===== src/rtl/ascii_case_restorer.sv =====
// ascii_case_restorer: undoes the ASCII case conversion from a (char, cap) pair and
// queues the restored character in a valid/ready FIFO with saturating statistics.
module ascii_case_restorer #(
    parameter int DEPTH = 4,
    parameter int CNT_W = 16
) (
    input  logic             clk,
    input  logic             rst,
    input  logic             in_valid,
    output logic             in_ready,
    input  logic [0:7]       in_char,
    input  logic             in_cap,
    output logic             out_valid,
    input  logic             out_ready,
    output logic [0:7]       out_char,
    output logic             out_err,
    output logic [CNT_W-1:0] char_cnt,
    output logic [CNT_W-1:0] cap_cnt,
    output logic [CNT_W-1:0] err_cnt
);
    localparam int AW = $clog2(DEPTH);

    logic [AW:0] wr_ptr, rd_ptr;
    logic [8:0]  mem [DEPTH];
    logic [7:0]  c, restored;
    logic        err, push, pop, full, empty;

    assign c        = in_char;
    assign restored = in_cap ? c - 8'd32 : c + 8'd32;
    assign err      = in_cap ? (c < 8'd32 || c >= 8'd129) : (c < 8'd65 || c > 8'd223);
    assign full     = (wr_ptr[AW] != rd_ptr[AW]) && (wr_ptr[AW-1:0] == rd_ptr[AW-1:0]);
    assign empty    = wr_ptr == rd_ptr;
    assign in_ready = !full;
    assign out_valid = !empty;
    assign push     = in_valid && in_ready;
    assign pop      = out_valid && out_ready;
    // Entry RAM is never reset, so the head is masked while the FIFO is empty.
    assign out_char = out_valid ? mem[rd_ptr[AW-1:0]][8:1] : 8'h00;
    assign out_err  = out_valid && mem[rd_ptr[AW-1:0]][0];

    always_ff @(posedge clk) begin
        if (push && !rst) mem[wr_ptr[AW-1:0]] <= {restored, err};
    end

    always_ff @(posedge clk) begin
        if (rst) begin
            wr_ptr   <= '0;
            rd_ptr   <= '0;
            char_cnt <= '0;
            cap_cnt  <= '0;
            err_cnt  <= '0;
        end else begin
            if (push) wr_ptr <= wr_ptr + 1'b1;
            if (pop) rd_ptr <= rd_ptr + 1'b1;
            if (push && char_cnt != '1) char_cnt <= char_cnt + 1'b1;
            if (push && in_cap && cap_cnt != '1) cap_cnt <= cap_cnt + 1'b1;
            if (push && err && err_cnt != '1) err_cnt <= err_cnt + 1'b1;
        end
    end
endmodule


===== config.mk =====
export PLATFORM = sky130hd
export DESIGN_NAME = ascii_case_restorer
export DESIGN_NICKNAME = d
export VERILOG_FILES = /design/src/rtl/ascii_case_restorer.sv
export SDC_FILE = /design/constraint.sdc
export NUM_CORES = 1
export LEC_CHECK = 0
export ABC_AREA = 1
export BUFFER_PORTS_ARGS = -buffer_cell sky130_fd_sc_hd__buf_2
export CAP_MARGIN = 30
export CORE_MARGIN = 2
export CORE_UTILIZATION = 30
export CTS_BUF_LIST = sky130_fd_sc_hd__clkbuf_2 sky130_fd_sc_hd__clkbuf_4 sky130_fd_sc_hd__clkbuf_8
export DETAILED_ROUTE_END_ITERATION = 7
export GPL_TIMING_DRIVEN = 0
export MAX_ROUTING_LAYER = met4
export PLACE_DENSITY = 0.48
export REMOVE_ABC_BUFFERS = 1
export SYNTH_ARGS = -nofsm -noshare
export SYNTH_HDL_FRONTEND = slang
export SYNTH_SLANG_ARGS = --single-unit

===== constraint.sdc =====
create_clock -name clk -period 2.4 [get_ports clk]
set_input_delay 0.12 -clock clk [delete_from_list [all_inputs] [get_ports clk]]
set_output_delay 0.12 -clock clk [all_outputs]
set_load 0.01 [all_outputs]

; Word-level counts from Yosys, hierarchy flattened
; Memory sizes are Yosys's and may differ from the RTL's. A register that Yosys moved wholly into a read port is not among the register bits.
; Cells that the tools add are included.
[word_totals]
memories = 1
regBits = 54
ramBits = 36
inputBits = 13
[op_classes]
reduce_logical = 15
addsub = 7
n_mux = 7
n_lt_le_gt_ge = 4
n_eq_ne = 6
[memory_table]
columns = name, words, word_bits, rd, rd_clocked_by_memory_dff, write_ports, line_no
row1 = mem, 4, 9, 1, 1, 1, 24  ; logic [8:0] mem [DEPTH];
[ops]
columns = op, count
row1 = "adder 16 x 1 -> 16 bit, second input constant", 3
row2 = "inequality test 16 bit, second input constant", 3
row3 = two-way mux 8 bit, 2
row4 = logical AND 1 bit, 10
row5 = "adder 8 x 6 -> 8 bit, second input constant", 1
row6 = ">= comparator 8 bit, second input constant", 1
row7 = "greater-than comparator 8 bit, second input constant", 1
row8 = "< comparator 8 x 6 -> 1 bit, second input constant", 1
row9 = "< comparator 8 x 7 -> 1 bit, second input constant", 1
row10 = "subtractor 8 x 6 -> 8 bit, second input constant", 1
row11 = "adder 3 x 1 -> 3 bit, second input constant", 2
row12 = two-way mux 2 bit, 2
row13 = equality test 3 bit, 1
row14 = zero test 1 bit, 3
row15 = two-way mux 1 bit, 3
row16 = equality test 2 bit, 1
row17 = logical OR 1 bit, 2
row18 = inequality test 1 bit, 1

; Depth between registers and ports, before layout
; Gate-level depths: netlist of run 1.
[logic_depth]
depth_word = 7
depth_mapped = 11

; Least setup slack after synthesis of run 1
; No wires, ideal clock.
[synth_path]
path_type = reg2reg
startpoint = register wr_ptr[0]
endpoint = memory mem[0][0] (enable)
setup_slack_ns = 0.621
path_stages_with_launch = 9
setup_time_ns = 0.374
arrival_time_ns = 1.405
path_cell_list = dfxtp_1 -> inv_2 -> nand2_1 -> nand2_1 -> nand3_4 -> nand2_8 -> inv_2 -> nand2_1 -> nor2_1
[synth_via]
elab_chain_cells = 7
[synth_lines]
columns = element, line_no
row1 = "start, declared", 23  ; logic [AW:0] wr_ptr, rd_ptr;
row2 = "start signal, assigned", 53  ; if (push) wr_ptr <= wr_ptr + 1'b1;
row3 = equality test 2 bit, 31  ; assign full = (wr_ptr[AW] != rd_ptr[AW]) && (wr_ptr[AW-1:0] == rd_ptr[AW-1:0]);
row4 = logical AND 1 bit, 31
row5 = zero test 1 bit, 33  ; assign in_ready = !full;
row6 = named net in_ready, 10  ; output logic in_ready,
row7 = logical AND 1 bit, 35  ; assign push = in_valid && in_ready;
row8 = logical AND 1 bit, 42  ; if (push && !rst) mem[wr_ptr[AW-1:0]] <= {restored, err};
row9 = two-way mux 1 bit, 42
row10 = two-way mux 1 bit (implied by the code), 42
row11 = "end, declared", 24
; The timed path passes the listed nets, and every way through them passes these cells.

; Worst setup path after layout of run 1
[layout_path]
startpoint = register wr_ptr[0]
endpoint = memory mem[3][6] (enable)
[layout_via]
elab_chain_cells = 7
[layout_lines]
columns = element, line_no
row1 = equality test 2 bit, 31
row2 = logical AND 1 bit, 31
row3 = zero test 1 bit, 33
row4 = logical AND 1 bit, 35
row5 = logical AND 1 bit, 42
row6 = two-way mux 1 bit, 42
row7 = two-way mux 1 bit (implied by the code), 42
; Several ways; a longest one is shown, not always the timed one.

==> metrics.yaml, run 1 <==
outcome: "completed"
combinational_power_share_pct: 14.3
finalMaxSlewViolations: 0
switching_share_pct: 29.9
final.fill_count: 1700
critPathRequiredTime_ps: 2500
synthTopCellsByArea: "sky130_fd_sc_hd__dfxtp_1 (23%), sky130_fd_sc_hd__edfxtp_1 (22%), sky130_fd_sc_hd__nand2_1 (11%), sky130_fd_sc_hd__nor2_1 (6.8%), sky130_fd_sc_hd__nand3_1 (4.4%)"
buffer_ports.inserted: 71
gr-total-overflow: 0
cts_htree_levels: 3
drc: 0
post-synth-top-count-cell: "sky130_fd_sc_hd__nand2_1"
vias_per_cell: 4.63
insertion_delay_ps: 390
grt_pass1_vias: 4065
start_kind: "register"
synth_largest_area_cell: "sky130_fd_sc_hd__dfxtp_1"
grt_usage_pct: 14.6
fin_skew_ps: 11.8
clock-sinks: 92
cts.reportedPaths.clkPinSlew_ps: 100
unrepaired_setup_endpoints_after_global_routing: "no"
synth.yosys.seq_area_share_pct: 44.8
edff_count_synth: 36
routed_wire_length_per_instance_um: 13.1
pin_count_of_the_biggest_net_entering_global_routing: 42
netlist-cell-type-count: 36
initial_utilization_pct: 30.9
critPathArrivalTime_ps: 2270
min_period_ps: 2170
antenna_left: 0
power.share.sequential_pct: 51.7
slew_headroom_pct: 36.3
floorplan_core_area_mm2: 0.0159
clockBufferDepth: 2
die_area_mm2: 0.0174
synth.cell_area_mm2: 0.00492
floorplan.io_pins: 72
final_core_utilization_pct: 35.7
power_w: 0.00335
antenna_diode_instance_count: 0
fin_tns_setup_ps: 0
final_net_count: 713
routed_wirelength_mm: 11.9
die-height_um: 132
critPathKind: "register to register"
ir_worst_vdd_uv: 243
dominantRegCellSynth: "sky130_fd_sc_hd__dfxtp_1"
yosysTopAreaCellShare_pct: 22.8
number_of_cells_produced_by_synthesis: 621
drtIter0Drc: 227
vias: 4221
clk_root_buffer_cell: "sky130_fd_sc_hd__clkbuf_8"
relative_contribution_of_the_clock_network_to_total_power_pct: 34.0
finalHoldViolations: 0
timing.fmax_mhz: 462
r2r_slack_ps: 230
number_of_storage_elements_in_the_synthesis_netlist: 92
final_layout_size_suffix_gt1_share_pct: 18.4
setup-violations-final: 0
max_slew.worst_pin.slew_ps: 956
ys_async_sr_fraction_pct: 0
total_switching_power_w: 0.00100
std_cell_rows: 46
die_width_um: 132
drtPass1Iterations: 5
synth-warning-count: 0
yosys-top-cells-count: "sky130_fd_sc_hd__nand2_1 (150), sky130_fd_sc_hd__nor2_1 (89), sky130_fd_sc_hd__dfxtp_1 (56)"
cts_tree: "built"
timing.final.ws_setup_ps: 235
wire_length_of_the_first_global_routing_pass_mm: 20.1
final_min_period_over_clock_period_pct: 90.2
dp_worst_setup_slack_ps: -88.1
worst-path-max-fanout: 8
syn2layout_area_growth_pct: 15.8
hold_class: "input pin to register"
place.gp.congestion: 0.803
leakagePower_nw: 2.19
p_per_area_mw_per_mm2: 589
dp_hpwl_mm: 8.23
numCtsBuffers: 9
cell_internal_pwr_w: 0.00235
drv.max_cap_violation_count: 0
crit_path_end_kind: "register"
postSynthAreaPerCell_um2: 7.92
antenna_found_initial: 0
[layer usage]
layer | track usage [%] | part of all wire, %
met1 | 19.3 | 50
met2 | 22.3 | 45
met3 | 2.85 | 3.6
met4 | 4.89 | 1.5
met5 | - | 0
[worst paths after layout]
check / start / end / depth (start not counted)
hold reg to reg: char_cnt[15] / char_cnt[15] / 2
setup reg to reg: wr_ptr[0] / mem[3][6] / 9
setup / recovery: wr_ptr[0] / mem[3][6] / 9
hold / removal: in_valid / wr_ptr[0] / 3
[stage by stage]
stage | cells | hold slack [ps] | instance area, µm²
final | 911 | 129 | 5700
after global routing | 911 | 123 | 5700
after CTS | 911 | 106 | 5690
after detailed placement | 890 | 359 | 5430
after global placement | 888 | 359 | 5420
after floorplan | 601 | 182 | 4790
[critical path: stages (launching register included)]
cell	delay (ps)
sky130_fd_sc_hd__dfxtp_1	410
sky130_fd_sc_hd__inv_2	80
sky130_fd_sc_hd__nand2_1	70
sky130_fd_sc_hd__nand2_1	110
sky130_fd_sc_hd__nand3_4	160
sky130_fd_sc_hd__nand2_8	100
sky130_fd_sc_hd__inv_2	110
sky130_fd_sc_hd__nand2_1	130
sky130_fd_sc_hd__nor2_1	460
sky130_fd_sc_hd__buf_4	260
[layout make-up]
class,instances,area [µm²],area share (%)
Clock inverter,6,76.3,1.34
Clock buffer,10,131,2.31
Tap cell,216,270,4.74
Inverter,54,209,3.67
Timing Repair Buffer,78,420,7.38
Sequential cell,92,2200,38.7
Multi-Input combinational cell,455,2390,41.9
[registers in the layout (all words and copies together) (netlist names), named ones only]
name and cells:
mem 36, cap_cnt 16, char_cnt 16, err_cnt 16, rd_ptr 3, wr_ptr 3
[cell usage in the layout, fill, tap and decap left out, types with 10 or more instances in the layout]
cell / count
sky130_fd_sc_hd__nand2_1: 150
sky130_fd_sc_hd__nor2_1: 87
sky130_fd_sc_hd__buf_2: 71
sky130_fd_sc_hd__dfxtp_1: 55
sky130_fd_sc_hd__inv_1: 48
sky130_fd_sc_hd__nand3_1: 43
sky130_fd_sc_hd__a21oi_1: 38
sky130_fd_sc_hd__edfxtp_1: 36
sky130_fd_sc_hd__o21ai_0: 29
sky130_fd_sc_hd__xor2_1: 20
sky130_fd_sc_hd__nand4_1: 14
sky130_fd_sc_hd__a21oi_2: 10
sky130_fd_sc_hd__ha_1: 10
[what timing repair did]
item | CTS | global route
hold buffers | 5 | 0
setup buffers | 0 | 0
hold endpoints to repair | 20 | 0
setup endpoints to repair | 9 | 27
resized for setup | 1 | 3
[cells by family (layout without fill, tap and decap cells)]
kind of cell,Yosys count,after routing,synth area share (%)
buffers and inverters,74,148,6.82
XOR/XNOR,30,30,5.50
AND/OR/NAND/NOR,326,326,29.8
AO/OA/AOI/OAI,89,89,10.6
flip-flops,92,92,44.8
adder cells (fa/ha/maj),10,10,2.54
[power groups by stage]
stage | Sequential [W] | Clock, W | Combinational, W
after floorplan | 0.00175 | 0 | 0.000297
after global placement | 0.00177 | 0 | 0.000469
after detailed placement | 0.00177 | 0 | 0.000478
after CTS | 0.00174 | 0.00118 | 0.000486
after global routing | 0.00174 | 0.00125 | 0.000546
final | 0.00173 | 0.00114 | 0.000480
Power figures use the tool's default switching activity.
==> run 2, diff against run 1 <==
--- a/config.mk
+++ b/config.mk
@@ -6,7 +6,7 @@
 export NUM_CORES = 1
 export LEC_CHECK = 0
 export ABC_AREA = 1
-export BUFFER_PORTS_ARGS = -buffer_cell sky130_fd_sc_hd__buf_2
+export BUFFER_PORTS_ARGS = -buffer_cell sky130_fd_sc_hd__buf_4
 export CAP_MARGIN = 30
 export CORE_MARGIN = 2
 export CORE_UTILIZATION = 30
==> run 2 against run 1 <==
  * Clock power fell by 11%
  * Clock skew shrank 1.8 ps
  * Final area increased by 2.5%
  * Worst hold slack got worse by 22 ps
  * Routed wire length about the same
  * Cell count unchanged
  * Global-route usage decreased by 0.20 points
  * Sequential power hardly changed
  * Critical path depth down 1
  * Critical endpoint is now mem[0][0]
  * Largest cell class unchanged
  * Largest power group unchanged
  * Highest routed layer unchanged
==> metrics.yaml, run 2 (synthesized netlist as in run 1, its figures left out) <==
register_area_mm2: 0.00220  # unchanged
finalMaxSlewViolations: 0  # unchanged
cts_tree: "built"
clk_root_buffer_cell: "sky130_fd_sc_hd__clkbuf_8"
fin_skew_ps: 10.0  # -1.79 ps
die_area_mm2: 0.0174  # unchanged
worst-path-max-fanout: 9  # +1
critPathKind: "register to register"
hold-path-cell-count: 3  # unchanged
numCtsBuffers: 9  # unchanged
antenna_left: 0  # unchanged
slew_headroom_pct: 36.7  # +0.41 points
postPlaceCellArea_mm2: 0.00561  # +3.3%
routed_wire_length_per_instance_um: 13.1  # about the same
hold_class: "input pin to register"
outcome: "completed"
drv.max_cap_violation_count: 0  # unchanged
std_cell_rows: 46  # unchanged
antenna_diode_instance_count: 0  # unchanged
min_period_ps: 2290  # +124 ps
final_min_period_over_clock_period_pct: 95.4  # +5.2 points
critPathRequiredTime_ps: 2410  # -90 ps
ir_worst_vdd_uv: 241  # -0.79%
worst_hold_path.endpoint: "wr_ptr[0]"
power.share.sequential_pct: 53.2  # +1.5 points
final_instance_area_mm2: 0.00584  # +2.5%
r2r_end: "mem[0][0]"
timing.fmax_mhz: 437  # -5.4%
total_switching_power_w: 0.000982  # -1.9%
unrepaired_setup_endpoints_after_global_routing: "yes"
relative_contribution_of_the_clock_network_to_total_power_pct: 31.0  # -3.0 points
cell_internal_pwr_w: 0.00228  # -3.1%
floorplan_core_area_mm2: 0.0159  # unchanged
final_layout_size_suffix_gt1_share_pct: 18.0  # -0.43 points
critPathArrivalTime_ps: 2300  # +30 ps
antenna_found_initial: 0  # unchanged
largest_reg_flops: 36  # unchanged
finalHoldWorstSlack_ps: 107  # -22.3 ps
drtIter0Drc: 279  # +23%
most-common-layout-cells: "sky130_fd_sc_hd__nand2_1 (150), sky130_fd_sc_hd__nor2_1 (89), sky130_fd_sc_hd__buf_4 (73)"
critical_path.reg2reg.startpoint: "wr_ptr[0]"
buffer_ports.inserted: 71  # unchanged
final.fill_count: 1697  # -0.18%
leakagePower_nw: 2.19  # -0.16%
drc: 0  # unchanged
combinational_power_share_pct: 15.9  # +1.6 points
grt_usage_pct: 14.4  # -0.20 points
drtPass1Iterations: 4  # -1
final-instance-count-excl-fill: 911  # unchanged
place.gp.congestion: 0.830  # +3.3%
critical_path.slowest_cell: "sky130_fd_sc_hd__nor2_1"
wire_length_of_the_first_global_routing_pass_mm: 19.8  # -1.4%
switching_share_pct: 30.1  # +0.25 points
placedCellCount: 890  # unchanged
worstPathCellList: "inv_2, nand2_1, nand2_1, nand3_4, nand2_8, inv_2, nand2_1, nor2_1"
cts.reportedPaths.clkPinSlew_ps: 100  # about the same
setup-violations-final: 0  # unchanged
floorplan.io_pins: 72  # unchanged
finalHoldViolations: 0  # unchanged
pin_count_of_the_biggest_net_entering_global_routing: 42  # unchanged
vias: 4212  # -0.21%
cp_slowest_stage_delay_ps: 760  # +300 ps
clock-sinks: 92  # unchanged
cts_htree_levels: 3  # unchanged
clockBufferDepth: 2  # unchanged
gr-total-overflow: 0  # unchanged
crit_path_end_kind: "register"
final_net_count: 713  # unchanged
min-delay-start: "in_valid"
multi_input_area_mm2: 0.00238  # -0.21%
r2r_slack_ps: 110  # -120 ps
start_kind: "register"
insertion_delay_ps: 380  # about the same
dp_hpwl_mm: 8.23  # about the same
die_width_um: 132  # unchanged
cpMostUsedCell: "sky130_fd_sc_hd__nand2_1"
initial_utilization_pct: 30.9  # unchanged
max_slew.worst_pin.slew_ps: 946  # -9.64 ps
grt_pass1_vias: 4011  # -1.3%
crit_buf_inv: 2  # -1
die-height_um: 132  # unchanged
vias_per_cell: 4.62  # -0.21%
syn2layout_area_growth_pct: 18.8
ff2ff_path_depth: 8  # -1
p_per_area_mw_per_mm2: 558  # -5.2%
layout.cells.most_common: "sky130_fd_sc_hd__nand2_1"
critical-path-top-delay-family: "simple AND/OR/NAND/NOR gates"
routed_wirelength_mm: 11.9  # about the same
-- run 2: routing by layer --
layer	vias to the layer above	wire, µm	global-route usage [%]
met3	15	385	2.73
li1	2183	-	-
met1	1948	5830	18.4
met5	-	0	-
met4	0	191	5.07
met2	66	5500	22.7
-- run 2: worst max-delay path by stage --
stage / startpoint / cells after the start / slack [ps] / end
6_report: wr_ptr[0] / 8 / 110 / mem[0][0]
5_1_grt: wr_ptr[0] / 8 / -50 / mem[2][7]
4_1_cts: register / 6 / 70 / out_char[2]
3_5_place_dp: wr_ptr[0] / 8 / 100 / mem[2][2]
3_3_place_gp: wr_ptr[0] / 8 / 60 / mem[1][2]
2_1_floorplan: wr_ptr[0] / 8 / 610 / mem[0][0]
-- run 2: worst min-delay path, delay by kind of cell --
kind	cells	cell delay (ps)
buf+inv	1	140
simple gates	1	110
compound gates	1	70
-- run 2: layout make-up --
class / count / share of cell area (%)
clock inverter: 6 / 0.835
clock buffer: 10 / 2.25
tap: 216 / 4.63
multi-input combinational: 455 / 40.8
sequential: 92 / 37.7
timing repair buffer: 78 / 10.2
inverter: 54 / 3.58
-- run 2: repair_timing --
action | in CTS | in global routing
buffers inserted | 0 | 0
gates resized for setup | 1 | 1
endpoints found under the setup margin | 9 | 27
hold buffers | 5 | 0
hold endpoints to repair | 20 | 0
-- run 2: per-stage QoR --
stage,util (%),power (W),TNS (ps),setup slack (ps)
CTS,36.6,0.00332,0,70.5
global route,36.6,0.00345,-802,-54.7
detailed placement,35.2,0.00229,0,95.9
floorplan,-,0.00205,0,612
global placement,35.1,0.00228,0,57.0
finish,36.6,0.00326,0,111
-- run 2: power by group through the flow --
stage	Combinational (W)	Clock, W	Sequential, W
final	0.000518	0.00101	0.00173
after global routing	0.000588	0.00111	0.00175
after CTS	0.000528	0.00106	0.00173
after detailed placement	0.000519	0	0.00177
after global placement	0.000512	0	0.00177
after floorplan	0.000297	0	0.00175
